<file path="src/rtl/lut_ff_mux_bist_pkg.sv">
// Shared constants for the lut_ff_mux self-test: FSM encoding, result codes and
// the golden LUT truth table of the cell under test.
package lut_ff_mux_bist_pkg;

  localparam logic [1:0] ST_IDLE   = 2'd0;
  localparam logic [1:0] ST_RSTCHK = 2'd1;
  localparam logic [1:0] ST_VEC    = 2'd2;
  localparam logic [1:0] ST_DONE   = 2'd3;

  localparam logic [5:0] FAIL_NONE = 6'd63;
  localparam logic [5:0] FAIL_RST  = 6'd32;
  localparam int         NUM_VEC   = 32;

  localparam logic [15:0] EXP_TABLE_DFLT = 16'h6676;

  // Vector v drives input v[4:1]; odd vectors use mux_sel=0, which inverts Q.
  function automatic logic exp_q(input logic [15:0] tbl, input logic [4:0] v);
    return tbl[v[4:1]] ^ v[0];
  endfunction

endpackage

</file>
<file path="src/rtl/lut_ff_mux_bist_timer.sv">
// Loadable down-counter; tick_o is high while the count sits at zero.
// A load of N produces tick_o on the (N+1)th cycle after the load edge.
module lut_ff_mux_bist_timer #(
  parameter int W = 4
) (
  input  logic         clk,
  input  logic         rst_n,
  input  logic         load_i,
  input  logic [W-1:0] load_val_i,
  output logic         tick_o
);

  logic [W-1:0] cnt_q;

  always_ff @(posedge clk or negedge rst_n) begin
    if (!rst_n) begin
      cnt_q <= '0;
    end else if (load_i) begin
      cnt_q <= load_val_i;
    end else if (cnt_q != '0) begin
      cnt_q <= cnt_q - 1'b1;
    end
  end

  assign tick_o = (cnt_q == '0);

endmodule

</file>
<file path="src/rtl/lut_ff_mux_bist.sv">
// BIST driver/checker for lut_ff_mux: reset check then 32 LUT/mux vectors.
// done rises RST_CYCLES + 32*SETTLE cycles after the start edge; start is ignored while busy.
module lut_ff_mux_bist
  import lut_ff_mux_bist_pkg::*;
#(
  parameter int          SETTLE     = 10,
  parameter int          RST_CYCLES = 10,
  parameter logic [15:0] EXP_TABLE  = EXP_TABLE_DFLT,
  parameter int          ERR_W      = 6
) (
  input  logic             clk,
  input  logic             rst_n,
  input  logic             start,
  output logic             busy,
  output logic             done,
  output logic             pass,
  output logic [ERR_W-1:0] err_count,
  output logic [5:0]       first_fail,
  output logic [3:0]       dut_in,
  output logic             dut_mux_sel,
  output logic             dut_rst,
  input  logic             dut_q
);

  localparam int MAXC  = (SETTLE > RST_CYCLES) ? SETTLE : RST_CYCLES;
  localparam int CNT_W = $clog2(MAXC);
  localparam logic [CNT_W-1:0] LD_RST = CNT_W'(RST_CYCLES - 1);
  localparam logic [CNT_W-1:0] LD_VEC = CNT_W'(SETTLE - 1);

  logic [1:0]       state_q, state_d;
  logic [4:0]       vec_q, vec_d;
  logic [ERR_W-1:0] err_q, err_d;
  logic [5:0]       ff_q, ff_d;
  logic             busy_q, busy_d;
  logic             done_q, done_d;
  logic             pass_q, pass_d;
  logic [3:0]       din_q, din_d;
  logic             sel_q, sel_d;
  logic             drst_q, drst_d;

  logic             tmr_load;
  logic [CNT_W-1:0] tmr_val;
  logic             tick;
  logic [4:0]       vec_nxt;
  logic [ERR_W-1:0] err_sat;
  logic             exp_bit;

  lut_ff_mux_bist_timer #(.W(CNT_W)) u_timer (
    .clk        (clk),
    .rst_n      (rst_n),
    .load_i     (tmr_load),
    .load_val_i (tmr_val),
    .tick_o     (tick)
  );

  assign vec_nxt = vec_q + 5'd1;
  assign err_sat = (&err_q) ? err_q : err_q + 1'b1;
  assign exp_bit = exp_q(EXP_TABLE, vec_q);

  always_comb begin
    state_d  = state_q;
    vec_d    = vec_q;
    err_d    = err_q;
    ff_d     = ff_q;
    busy_d   = busy_q;
    done_d   = done_q;
    pass_d   = pass_q;
    din_d    = din_q;
    sel_d    = sel_q;
    drst_d   = drst_q;
    tmr_load = 1'b0;
    tmr_val  = LD_RST;

    case (state_q)
      ST_IDLE, ST_DONE: begin
        if (start) begin
          state_d  = ST_RSTCHK;
          err_d    = '0;
          ff_d     = FAIL_NONE;
          busy_d   = 1'b1;
          done_d   = 1'b0;
          pass_d   = 1'b0;
          din_d    = 4'd0;
          sel_d    = 1'b1;
          drst_d   = 1'b1;
          tmr_load = 1'b1;
          tmr_val  = LD_RST;
        end
      end
      ST_RSTCHK: begin
        if (tick) begin
          // Case-equality so an X/Z on dut_q is a mismatch.
          if (dut_q !== 1'b0) begin
            err_d = err_sat;
            if (ff_q == FAIL_NONE) ff_d = FAIL_RST;
          end
          state_d  = ST_VEC;
          vec_d    = 5'd0;
          din_d    = 4'd0;
          sel_d    = 1'b1;
          drst_d   = 1'b0;
          tmr_load = 1'b1;
          tmr_val  = LD_VEC;
        end
      end
      ST_VEC: begin
        if (tick) begin
          if (dut_q !== exp_bit) begin
            err_d = err_sat;
            if (ff_q == FAIL_NONE) ff_d = {1'b0, vec_q};
          end
          if (vec_q == 5'(NUM_VEC - 1)) begin
            state_d = ST_DONE;
            busy_d  = 1'b0;
            done_d  = 1'b1;
            pass_d  = (err_d == '0);
            din_d   = 4'd0;
            sel_d   = 1'b1;
            drst_d  = 1'b1;
          end else begin
            vec_d    = vec_nxt;
            din_d    = vec_nxt[4:1];
            sel_d    = ~vec_nxt[0];
            tmr_load = 1'b1;
            tmr_val  = LD_VEC;
          end
        end
      end
      default: state_d = ST_IDLE;
    endcase
  end

  always_ff @(posedge clk or negedge rst_n) begin
    if (!rst_n) begin
      state_q <= ST_IDLE;
      vec_q   <= 5'd0;
      err_q   <= '0;
      ff_q    <= FAIL_NONE;
      busy_q  <= 1'b0;
      done_q  <= 1'b0;
      pass_q  <= 1'b0;
      din_q   <= 4'd0;
      sel_q   <= 1'b1;
      drst_q  <= 1'b1;
    end else begin
      state_q <= state_d;
      vec_q   <= vec_d;
      err_q   <= err_d;
      ff_q    <= ff_d;
      busy_q  <= busy_d;
      done_q  <= done_d;
      pass_q  <= pass_d;
      din_q   <= din_d;
      sel_q   <= sel_d;
      drst_q  <= drst_d;
    end
  end

  assign busy        = busy_q;
  assign done        = done_q;
  assign pass        = pass_q;
  assign err_count   = err_q;
  assign first_fail  = ff_q;
  assign dut_in      = din_q;
  assign dut_mux_sel = sel_q;
  assign dut_rst     = drst_q;

endmodule

</file>
<file path="config.mk">
export PLATFORM = sky130hd
export DESIGN_NAME = lut_ff_mux_bist
export DESIGN_NICKNAME = d
export VERILOG_FILES = /design/src/rtl/lut_ff_mux_bist_pkg.sv /design/src/rtl/lut_ff_mux_bist_timer.sv /design/src/rtl/lut_ff_mux_bist.sv
export SDC_FILE = /design/constraint.sdc
export NUM_CORES = 1
export LEC_CHECK = 0
export ABC_AREA = 1
export BUFFER_PORTS_ARGS = -buffer_cell sky130_fd_sc_hd__buf_4
export CAP_MARGIN = 20
export CORE_MARGIN = 10
export CORE_UTILIZATION = 30
export DETAILED_ROUTE_END_ITERATION = 8
export GPL_TIMING_DRIVEN = 0
export PLACE_DENSITY = 0.58
export RECOVER_POWER = 100
export SETUP_SLACK_MARGIN = 0.15
export SYNTH_ARGS = -nofsm -noshare
export SYNTH_HDL_FRONTEND = slang
export SYNTH_HIERARCHICAL = 1
export SYNTH_SLANG_ARGS = --single-unit
</file>
<file path="constraint.sdc">
create_clock -name clk -period 2.27 [get_ports clk]
set_input_delay 0.1135 -clock clk [delete_from_list [all_inputs] [get_ports clk]]
set_output_delay 0.1135 -clock clk [all_outputs]
set_load 0.005 [all_outputs]
</file>
Yosys cells after proc, flatten, opt, wreduce, memory -nomap -nowiden
Memories as Yosys holds them, arrays and structs flattened.
Index checks and enable logic that the tools add are counted.

word-level totals
  bits in read-only memories = 16
  register bits after elaboration = 32
  memories kept = 1
  word-level logic and storage cells = 107
  output and inout bits = 21
  input port bits = 4

operators by class
  muxes and demuxes = 57
  add/sub/neg operators = 3
  bitwise operators = 2
  equal/unequal tests = 16
  reduce and logical (&&, ||, !) cells = 16
  magnitude comparators = 1

memories
  memory           words  width  read ports  clocked after Yosys merged registers in  write ports  RTL line                   RTL
  (no name shown)  16     1      1           0                                        0            lut_ff_mux_bist_pkg.sv:18  return tbl[v[4:1]] ^ v[0];

operators with widths
  operator             number
  $mux 6               15
  $pmux 6 s3           2
  $mux 4               7
  $ne 2x2->1 const B   9
  $mux 1               17
  $reduce_and 4->1     4
  $mux 5               3
  $pmux 4 s3           1
  $pmux 5 s2           1
  $pmux 1 s3           3
  $mux 2               4
  $reduce_and 7->1     1
  $add 6x1->6 const B  1
  $eq 6x6->1 const B   1
  $logic_not 6->1      1
  $pmux 1 s2           3
  $pmux 2 s3           1
  $reduce_and 6->1     1
  $reduce_bool 2->1    3
  $add 5x1->5 const B  1
  $eq 5x5->1 const B   1
  $lt 4x5->1 const B   1
  $eq 2x2->1 const B   2
  $logic_not 4->1      1
  11 further kinds     11

Logic depth before layout (Yosys ltp)
Gate-level depths: netlist of run 1.

  depth in word-level cells = 11
  gate-level depth with buffers = 14
  depth with buffers taken out = 14

Cells and area by module
The synthesis of run 1 kept the hierarchy.

by module, submodules not included
  module                 area an instance (µm²)  sequential area each (µm²)  instances  cells an instance
  lut_ff_mux_bist        1715.4                  710.7                       1          226
  lut_ff_mux_bist_timer  242.7                   100.1                       1          34

Worst setup path after synthesis of run 1
OpenSTA, ideal clock, no wires.

  path kind = reg2reg
  from = register vec_q[0]
  to = register u_timer.cnt_q[3]
  arrival = 2057 ps
  cell stages (with the launch flop) = 15
  period minus slack after synthesis = 2174 ps
  data required time = 2153 ps
  slack = 96 ps
  library setup time = 117 ps
  buffers on the path = 0
  cell sequence = dfrtp_1 -> ha_1 -> nand2_1 -> nor2_1 -> ha_1 -> nand2_1 -> nand2_1 -> nor2_1 -> inv_1 -> a21boi_0 -> inv_1 -> nand2_1 -> inv_1 -> nand2_1 -> nand2_1

on the way
  word-level cells in the longest chain between the ends = 5
  elaborated cells between the ends (all ways) = 6
  those cells by class = eq/ne: 1; mux: 4; reduce/logical: 1

ends and longest elaborated chain
  item                                         RTL line                     RTL
  from (decl)                                  lut_ff_mux_bist.sv:31        logic [4:0] vec_q, vec_d;
  from (signal assigned)                       lut_ff_mux_bist.sv:147       vec_q <= vec_d;
  $eq 5x5->1 *                                 lut_ff_mux_bist.sv:112       if (vec_q == 5'(NUM_VEC - 1)) begin
  $mux 1 *                                     lut_ff_mux_bist.sv:112
  $mux 1 *                                     lut_ff_mux_bist.sv:107       if (tick) begin
  $pmux 1 s3 *                                 lut_ff_mux_bist.sv:74        case (state_q)
  named net tmr_load                           lut_ff_mux_bist.sv:41        logic tmr_load;
  $mux 4 or $reduce_bool 2->1 (tied branches)  --
  to (signal assigned)                         lut_ff_mux_bist_timer.sv:19  cnt_q <= load_val_i;
  to (signal assigned)                         lut_ff_mux_bist_timer.sv:21  cnt_q <= cnt_q - 1'b1;
  to (decl)                                    lut_ff_mux_bist_timer.sv:13  logic [W-1:0] cnt_q;

Mark *: on every way through the listed nets, which the timed path passes. The rest lies on a longest branch.
A chain may end at the register's enable or synchronous reset.

Final worst setup path of run 1
  from = register vec_q[1]
  to = register u_timer.cnt_q[3]

Same word-level chain as after synthesis.

==> results.tsv, run 1 <==
stage	metric	value	unit
timing	achievable frequency	500	MHz
timing	Final Skew	0.00534	ns
global_routing	vias in the first global route	1730	
timing	Slew @ Worst Pin	0.847	ns
logic_synthesis	syn_area_per_cell	7.53	um^2
run	Max Cap Viol	0	
floorplan	# rows	29	
setup_path	worst reg2reg path depth	14	
hold_path	worst hold-check path type	in -> reg	
logic_synthesis	Ys Warns	6	
logic_synthesis	Gate Count Post-Synth	260	
placement	Post-DP HPWL	3.51	mm
pwr	Psw	1.71	mW
placement	placed cells	363	
clock_tree	clock slew seen by the registers of the worst setup and hold paths	0.07	ns
clock_tree	Num CTS Buffers	5	
floorplan	Die Ht	101	um
global_routing	first-pass GRT wire length	8.11	mm
global_routing	GRT overflow	0	
clock_tree	clk root buf	clkbuf_8	
logic_synthesis	Post-Synth Simple-Gate Area	29.1	%
global_routing	largest net degree at the start of global routing	33	
run_status	status	finished, final reports clean	
global_routing	initial antenna violation count	0	
pwr	Leak	1.15	nW
placement	port buffer count	24	
floorplan	Initial Utilization	30.8	%
setup_path	worst r2r dst	u_timer/cnt_q[3]$_DFFE_PN0P_	
timing	Max Transition Viols Final	0	
timing	final setup violation count	0	
timing	final hold viol count	0	
timing	min cycle time layout	2.00	ns
timing	max_slew headroom	43.5	%
finish	Area growth, synth to finish	22.8	%
logic_synthesis	main combinational cell family by area after synthesis	simple AND/OR/NAND/NOR gates	
setup_path	crit start category	register	
hold_path	worst hold path stage count	4	
pwr	Flop pwr share	27.5	%
setup_path	worst flop-to-flop path startpoint	vec_q[1]$_DFFE_PN0P_	
pwr	Clk pwr share	15.0	%
finish	Non-Filler Instances	376	
pwr	Max VDD drop	629	uV
pwr	Power Internal	1.98	mW
floorplan	Die W	101	um
setup_path	crit path max fanout	7	
finish	fill cell count	671	
pwr	pwr dens	1540	nW/um^2
logic_synthesis	post-synthesis cell type count	30	
detailed_routing	Detailed Route WL	4.76	mm
detailed_routing	DRT iter0 DRCs	86	
logic_synthesis	Cell Area, Synth	1960	um^2
hold_path	Hold Path Origin	dut_q	
detailed_routing	post-DR wirelength/cell	12.7	um
logic_synthesis	Seq/Total Area, Yosys	41.4	%
finish	# nets final	312	
logic_synthesis	FF+latch count, synth	32	
hold_path	hold path endpoint	err_count[4]$_DFFE_PN0P_	
finish	layout cell share with drive strength beyond 1	17.4	%
logic_synthesis	Synth Area in Adders	6.39	%
setup_path	crit path DAT	2.18	ns
timing	Final period util	88.1	%
clock_tree	Clock Latency Late Sink	0.28	ns
setup_path	WS Path Type	reg -> reg	
detailed_routing	Final ANT Viol Nets	0	
logic_synthesis	xor/xnor share of the synthesized area	2.68	%
detailed_routing	via count	1698	
clock_tree	Clock Path Buffers	2	
setup_path	Reg2Reg Setup Slack	0.27	ns
placement	GP Congestion	0.818	
floorplan	Core Footprint	6350	um^2
detailed_routing	DR vias/cell	4.52	
detailed_routing	drt pass-1 iters	4	
floorplan	io pins	25	
logic_synthesis	post-synthesis compound-gate area fraction	13.9	%
timing	RSZ-0062 raised after global routing	true	
clock_tree	TritonCTS clock tree	built	
detailed_routing	DRC	0	
finish	n_diodes	0	
floorplan	Die Area	10200	um^2
logic_synthesis	mux share of post-synthesis cell area	0	%
clock_tree	H-tree levels	2	
pwr	part of the power in combinational logic	57.5	%
global_routing	global-route usage over all layers	9.89	%
pwr	switching share of total power	46.3	%
clock_tree	Sink Count	32	
setup_path	CP Capture Type	register	
setup_path	Worst EP required	2.45	ns
pwr	Pwr Total	3.69	mW
[stage by stage]
stage          area, um^2  TNS (ns)  worst slack [ns]  utilization, %  hold slack (ns)
2_1_floorplan        1970         0             0.249               -           -0.182
3_3_place_gp         2240    -0.433            -0.137            35.3           0.0872
3_5_place_dp         2240    -0.423            -0.136            35.3           0.0844
4_1_cts              2380         0             0.171            37.5            0.249
5_1_grt              2400         0            0.0443            37.9            0.312
6_report             2400         0             0.271            37.9            0.265
[worst max path at each step]
stage | from | to | slack [ns] | depth (start not counted)
2_1_floorplan | vec_q[0]$_DFFE_PN0P_ | u_timer/cnt_q[3]$_DFFE_PN0P_ | 0.25 | 14
3_3_place_gp | vec_q[0]$_DFFE_PN0P_ | u_timer/cnt_q[3]$_DFFE_PN0P_ | -0.14 | 14
3_5_place_dp | vec_q[0]$_DFFE_PN0P_ | u_timer/cnt_q[3]$_DFFE_PN0P_ | -0.14 | 14
4_1_cts | vec_q[1]$_DFFE_PN0P_ | u_timer/cnt_q[3]$_DFFE_PN0P_ | 0.17 | 14
5_1_grt | vec_q[0]$_DFFE_PN0P_ | u_timer/cnt_q[3]$_DFFE_PN0P_ | 0.04 | 14
6_report | vec_q[1]$_DFFE_PN0P_ | u_timer/cnt_q[3]$_DFFE_PN0P_ | 0.27 | 14
[synth_stat cells, drive strengths merged]
master / n / area share [%]
o21bai: 1 / 0.38
inv: 27 / 5.2
a21boi: 1 / 0.38
buf: 2 / 0.83
nand3b: 1 / 0.38
nand2: 89 / 18
nand4: 1 / 0.32
dfstp: 8 / 11
nand3: 19 / 5.4
o21ai: 37 / 10
nor2: 19 / 4.8
ha: 10 / 6.4
xnor2: 3 / 1.3
o211ai: 1 / 0.64
xor2: 3 / 1.3
o22ai: 2 / 0.64
clkbuf: 1 / 0.19
or2: 1 / 0.32
a21oi: 7 / 1.8
and2: 1 / 0.32
conb: 2 / 0.38
dfrtp: 24 / 31
[cells in the final DEF, fill, tap and decap left out, drive strengths merged]
cell         netlist  routed
a21boi             1       1
a21oi              7       7
and2               1       1
buf                2      15
bufinv             0       1
clkbuf             1      22
clkinv             0       1
conb               2       4
dfrtp             24      24
dfstp              8       8
dlygate4sd3        0       1
ha                10      10
inv               27      27
nand2             89      89
nand3             19      19
nand3b             1       1
nand4              1       1
nor2              19      19
o211ai             1       1
o21ai             37      37
o21bai             1       1
o22ai              2       2
or2                1       1
xnor2              3       3
xor2               3       3
[power groups by stage]
stage                     Combinational [mW]  Clock [mW]  Sequential, mW
after floorplan                         1.40           0            1.03
after global placement                  1.97           0            1.06
after detailed placement                1.99           0            1.07
after CTS                               2.06       0.571            1.04
after global routing                    2.45       0.598            1.05
final                                   2.13       0.553            1.02
[metal layers]
layer	GRT usage (%)	vias to the layer above	wire, um
li1	-	906	-
met1	12.1	762	2240
met2	16.3	25	2250
met3	3.02	5	238
met4	2.93	0	38
met5	0	-	0
[timing repair]
item,in CTS,in global routing
hold buffers,1,0
hold endpoints to repair,24,0
endpoints found under the setup margin,4,11
resized for setup,4,7
pin swaps,1,1
buffers inserted,1,3
[final cells by class]
type / instances / area, um^2 / share of cell area [%]
Inverter: 27 / 101 / 4.21
Buffer: 3 / 20.0 / 0.832
Clock buffer: 6 / 72.6 / 3.02
Tap cell: 77 / 96.3 / 4.01
Timing Repair Buffer: 29 / 203 / 8.43
Clock inverter: 2 / 35.0 / 1.46
Multi-Input combinational cell: 200 / 1060 / 44.3
Sequential cell: 32 / 812 / 33.8
[worst max-delay path, stage by stage, from the launching register on]
cell and delay, ns:
dfrtp_1 0.41, ha_1 0.21, nand2_1 0.07, nor2_1 0.04
ha_1 0.19, nand2_1 0.08, nand2_1 0.13, nor2_4 0.15
inv_2 0.08, a21boi_4 0.20, inv_1 0.09, nand2_1 0.09
inv_1 0.04, nand2_1 0.05, nand2_1 0.04
[flip-flops by register name, indices dropped and copies added (netlist names)]
| signal | cells |
|---|---|
| first_fail | 6 |
| dut_in | 4 |
| err_count | 6 |
| pass | 1 |
| dut_rst | 1 |
| state_q | 2 |
| done | 1 |
| vec_q | 5 |
| busy | 1 |
| dut_mux_sel | 1 |
| u_timer/cnt_q | 4 |
[logic make-up after synthesis]
group / count (synthesis)
AOI/OAI and AO/OA: 49
xor gates and xnor gates: 6
adders and majority gates: 10
buffers and inverters: 30
DFF: 32
other: 2
and+or+nand+nor: 131
(Power assumes the default switching activity.)
==> run 2: changes to the inputs <==
- MAX_ROUTING_LAYER: unset -> met4
==> results.tsv, run 2 (same netlist as run 1, synthesis figures left out) <==
stage	metric	value	unit	change
clock_tree	Clock Path Buffers	2		unchanged
finish	Non-Filler Instances	376		unchanged
detailed_routing	Detailed Route WL	4.78	mm	was 4.76 mm
placement	DP Area	2240	um^2	unchanged
floorplan	Die W	101	um	unchanged
detailed_routing	via count	1701		was 1698
pwr	pwr dens	1540	nW/um^2	about the same
global_routing	initial antenna violation count	0		unchanged
finish	layout cell share with drive strength beyond 1	17.4	%	unchanged
timing	min cycle time layout	2.01	ns	was 2.00 ns
pwr	Flop pwr share	27.5	%	about the same
global_routing	global-route usage over all layers	10.2	%	was 9.89%
detailed_routing	drt pass-1 iters	4		unchanged
detailed_routing	DRT iter0 DRCs	58		was 86
pwr	Clk pwr share	15.0	%	about the same
floorplan	Core Footprint	6350	um^2	unchanged
placement	placed cells	363		unchanged
clock_tree	H-tree levels	2		unchanged
timing	final setup violation count	0		unchanged
detailed_routing	DR vias/cell	4.52		about the same
pwr	Power Internal	1.98	mW	about the same
global_routing	first-pass GRT wire length	8.14	mm	was 8.11 mm
clock_tree	TritonCTS clock tree	built		unchanged
floorplan	Die Ht	101	um	unchanged
pwr	Max VDD drop	632	uV	was 629 uV
pwr	Pwr Total	3.70	mW	was 3.69 mW
setup_path	crit start category	register		unchanged
timing	Final period util	88.5	%	was 88.1%
hold_path	worst hold-check path type	in -> reg		unchanged
detailed_routing	DRC	0		unchanged
timing	final hold viol count	0		unchanged
setup_path	crit path max fanout	7		unchanged
placement	Post-DP HPWL	3.51	mm	unchanged
clock_tree	Sink Count	32		unchanged
setup_path	WS Path Type	reg -> reg		unchanged
floorplan	Initial Utilization	30.8	%	unchanged
pwr	part of the power in combinational logic	57.5	%	about the same
clock_tree	clk root buf	clkbuf_8		unchanged
clock_tree	clock slew seen by the registers of the worst setup and hold paths	0.07	ns	about the same
floorplan	# rows	29		unchanged
finish	n_diodes	0		unchanged
global_routing	largest net degree at the start of global routing	33		unchanged
clock_tree	Clock Latency Late Sink	0.29	ns	was 0.28 ns
finish	Final Cell Area	2400	um^2	unchanged
run	Max Cap Viol	0		unchanged
global_routing	vias in the first global route	1729		was 1730
timing	achievable frequency	498	MHz	was 500 MHz
placement	GP Congestion	0.831		was 0.818
global_routing	GRT overflow	0		unchanged
finish	post-layout util	37.9	%	unchanged
detailed_routing	post-DR wirelength/cell	12.7	um	about the same
placement	port buffer count	24		unchanged
timing	RSZ-0062 raised after global routing	true		unchanged
timing	Final Skew	0.00501	ns	was 0.00534 ns
finish	commonest non-fill, non-tap cells in the layout	nand2_1 (87), o21ai_0 (30), inv_1 (25)		unchanged
setup_path	crit path DAT	2.19	ns	was 2.18 ns
setup_path	worst reg2reg path depth	14		unchanged
run_status	status	finished, final reports clean		unchanged
setup_path	Worst EP required	2.45	ns	about the same
hold_path	worst hold path stage count	4		unchanged
timing	max_slew headroom	44.1	%	was 43.5%
finish	leading cell type in the layout, fill and taps excluded	nand2_1		unchanged
clock_tree	Num CTS Buffers	5		unchanged
pwr	Psw	1.71	mW	about the same
pwr	switching share of total power	46.3	%	about the same
setup_path	CP Capture Type	register		unchanged
pwr	Leak	1.15	nW	unchanged
finish	Area growth, synth to finish	22.8	%	unchanged
floorplan	Die Area	10200	um^2	unchanged
floorplan	io pins	25		unchanged
timing	Slew @ Worst Pin	0.839	ns	was 0.847 ns
finish	# nets final	312		unchanged
timing	Max Transition Viols Final	0		unchanged
detailed_routing	Final ANT Viol Nets	0		unchanged
==> run 2: cell counts in the layout (fill, tap and decap cells not counted) <==
Identical to the previous run, type by type.
==> run 2: what timing repair did <==
| item | in CTS | in global routing |
|---|---|---|
| setup buffers | 1 | 3 |
| endpoints found under the hold margin | 24 | 0 |
| endpoints found under the setup margin | 4 | 11 |
| hold buffers | 1 | 0 |
| pin swaps | 1 | 1 |
| resized for setup | 4 | 7 |
==> run 2: through the flow <==
stage	TNS (ns)	hold slack (ns)	setup WS (ns)
after CTS	0	0.249	0.171
after global placement	-0.433	0.0872	-0.137
after detailed placement	-0.423	0.0844	-0.136
final	0	0.263	0.261
after global routing	0	0.308	0.0443
after floorplan	0	-0.182	0.249
==> run 2: worst paths after layout <==
check                                 startpoint                            to  slack, ns
max in group asynchronous                  rst_n          vec_q[0]$_DFFE_PN0P_       1.23
min in group asynchronous                  rst_n      err_count[1]$_DFFE_PN0P_       0.46
min reg2reg                dut_in[1]$_DFFE_PN0P_         dut_in[1]$_DFFE_PN0P_       0.49
min                                        dut_q      err_count[4]$_DFFE_PN0P_       0.26
max                         vec_q[0]$_DFFE_PN0P_  u_timer/cnt_q[3]$_DFFE_PN0P_       0.26
max reg2reg                 vec_q[0]$_DFFE_PN0P_  u_timer/cnt_q[3]$_DFFE_PN0P_       0.26
==> run 2: worst max-delay path, cell delays in order (launching register included) <==
cell,delay [ns]
dfrtp_2,0.41
ha_1,0.22
nand2_1,0.07
nor2_1,0.04
ha_1,0.19
nand2_1,0.09
nand2_1,0.13
nor2_4,0.15
inv_2,0.07
a21boi_4,0.20
inv_1,0.09
nand2_1,0.09
inv_1,0.04
nand2_1,0.05
nand2_1,0.04
==> run 2: final cells by class <==
cell class              instances  area [um^2]
fillers                       671         3950
multi-input cells             200         1060
flip-flops and latches         32          812
repair buffers                 29          203
inverters                      27          101
well taps                      77         96.3
clock buffers                   6         72.6
clock inverters                 2         35.0
plain buffers                   3         20.0
==> run 2: power by group through the flow <==
| stage | registers, mW | clock network [mW] | logic (mW) |
|---|---|---|---|
| 6_report | 1.02 | 0.554 | 2.13 |
| 5_1_grt | 1.05 | 0.602 | 2.45 |
| 4_1_cts | 1.04 | 0.571 | 2.06 |
| 3_5_place_dp | 1.07 | 0 | 1.99 |
| 3_3_place_gp | 1.06 | 0 | 1.97 |
| 2_1_floorplan | 1.03 | 0 | 1.40 |
==> run 2: metal layers <==
| layer | wire length (um) | global-route usage, % | vias up | share of wire [%] |
|---|---|---|---|---|
| met5 | 0 | - | - | 0 |
| met3 | 197 | 3.36 | 2 | 4.1 |
| met4 | 5 | 2.28 | 0 | 0.10 |
| li1 | - | - | 906 | - |
| met1 | 2300 | 12.2 | 766 | 48 |
| met2 | 2280 | 16.3 | 27 | 48 |
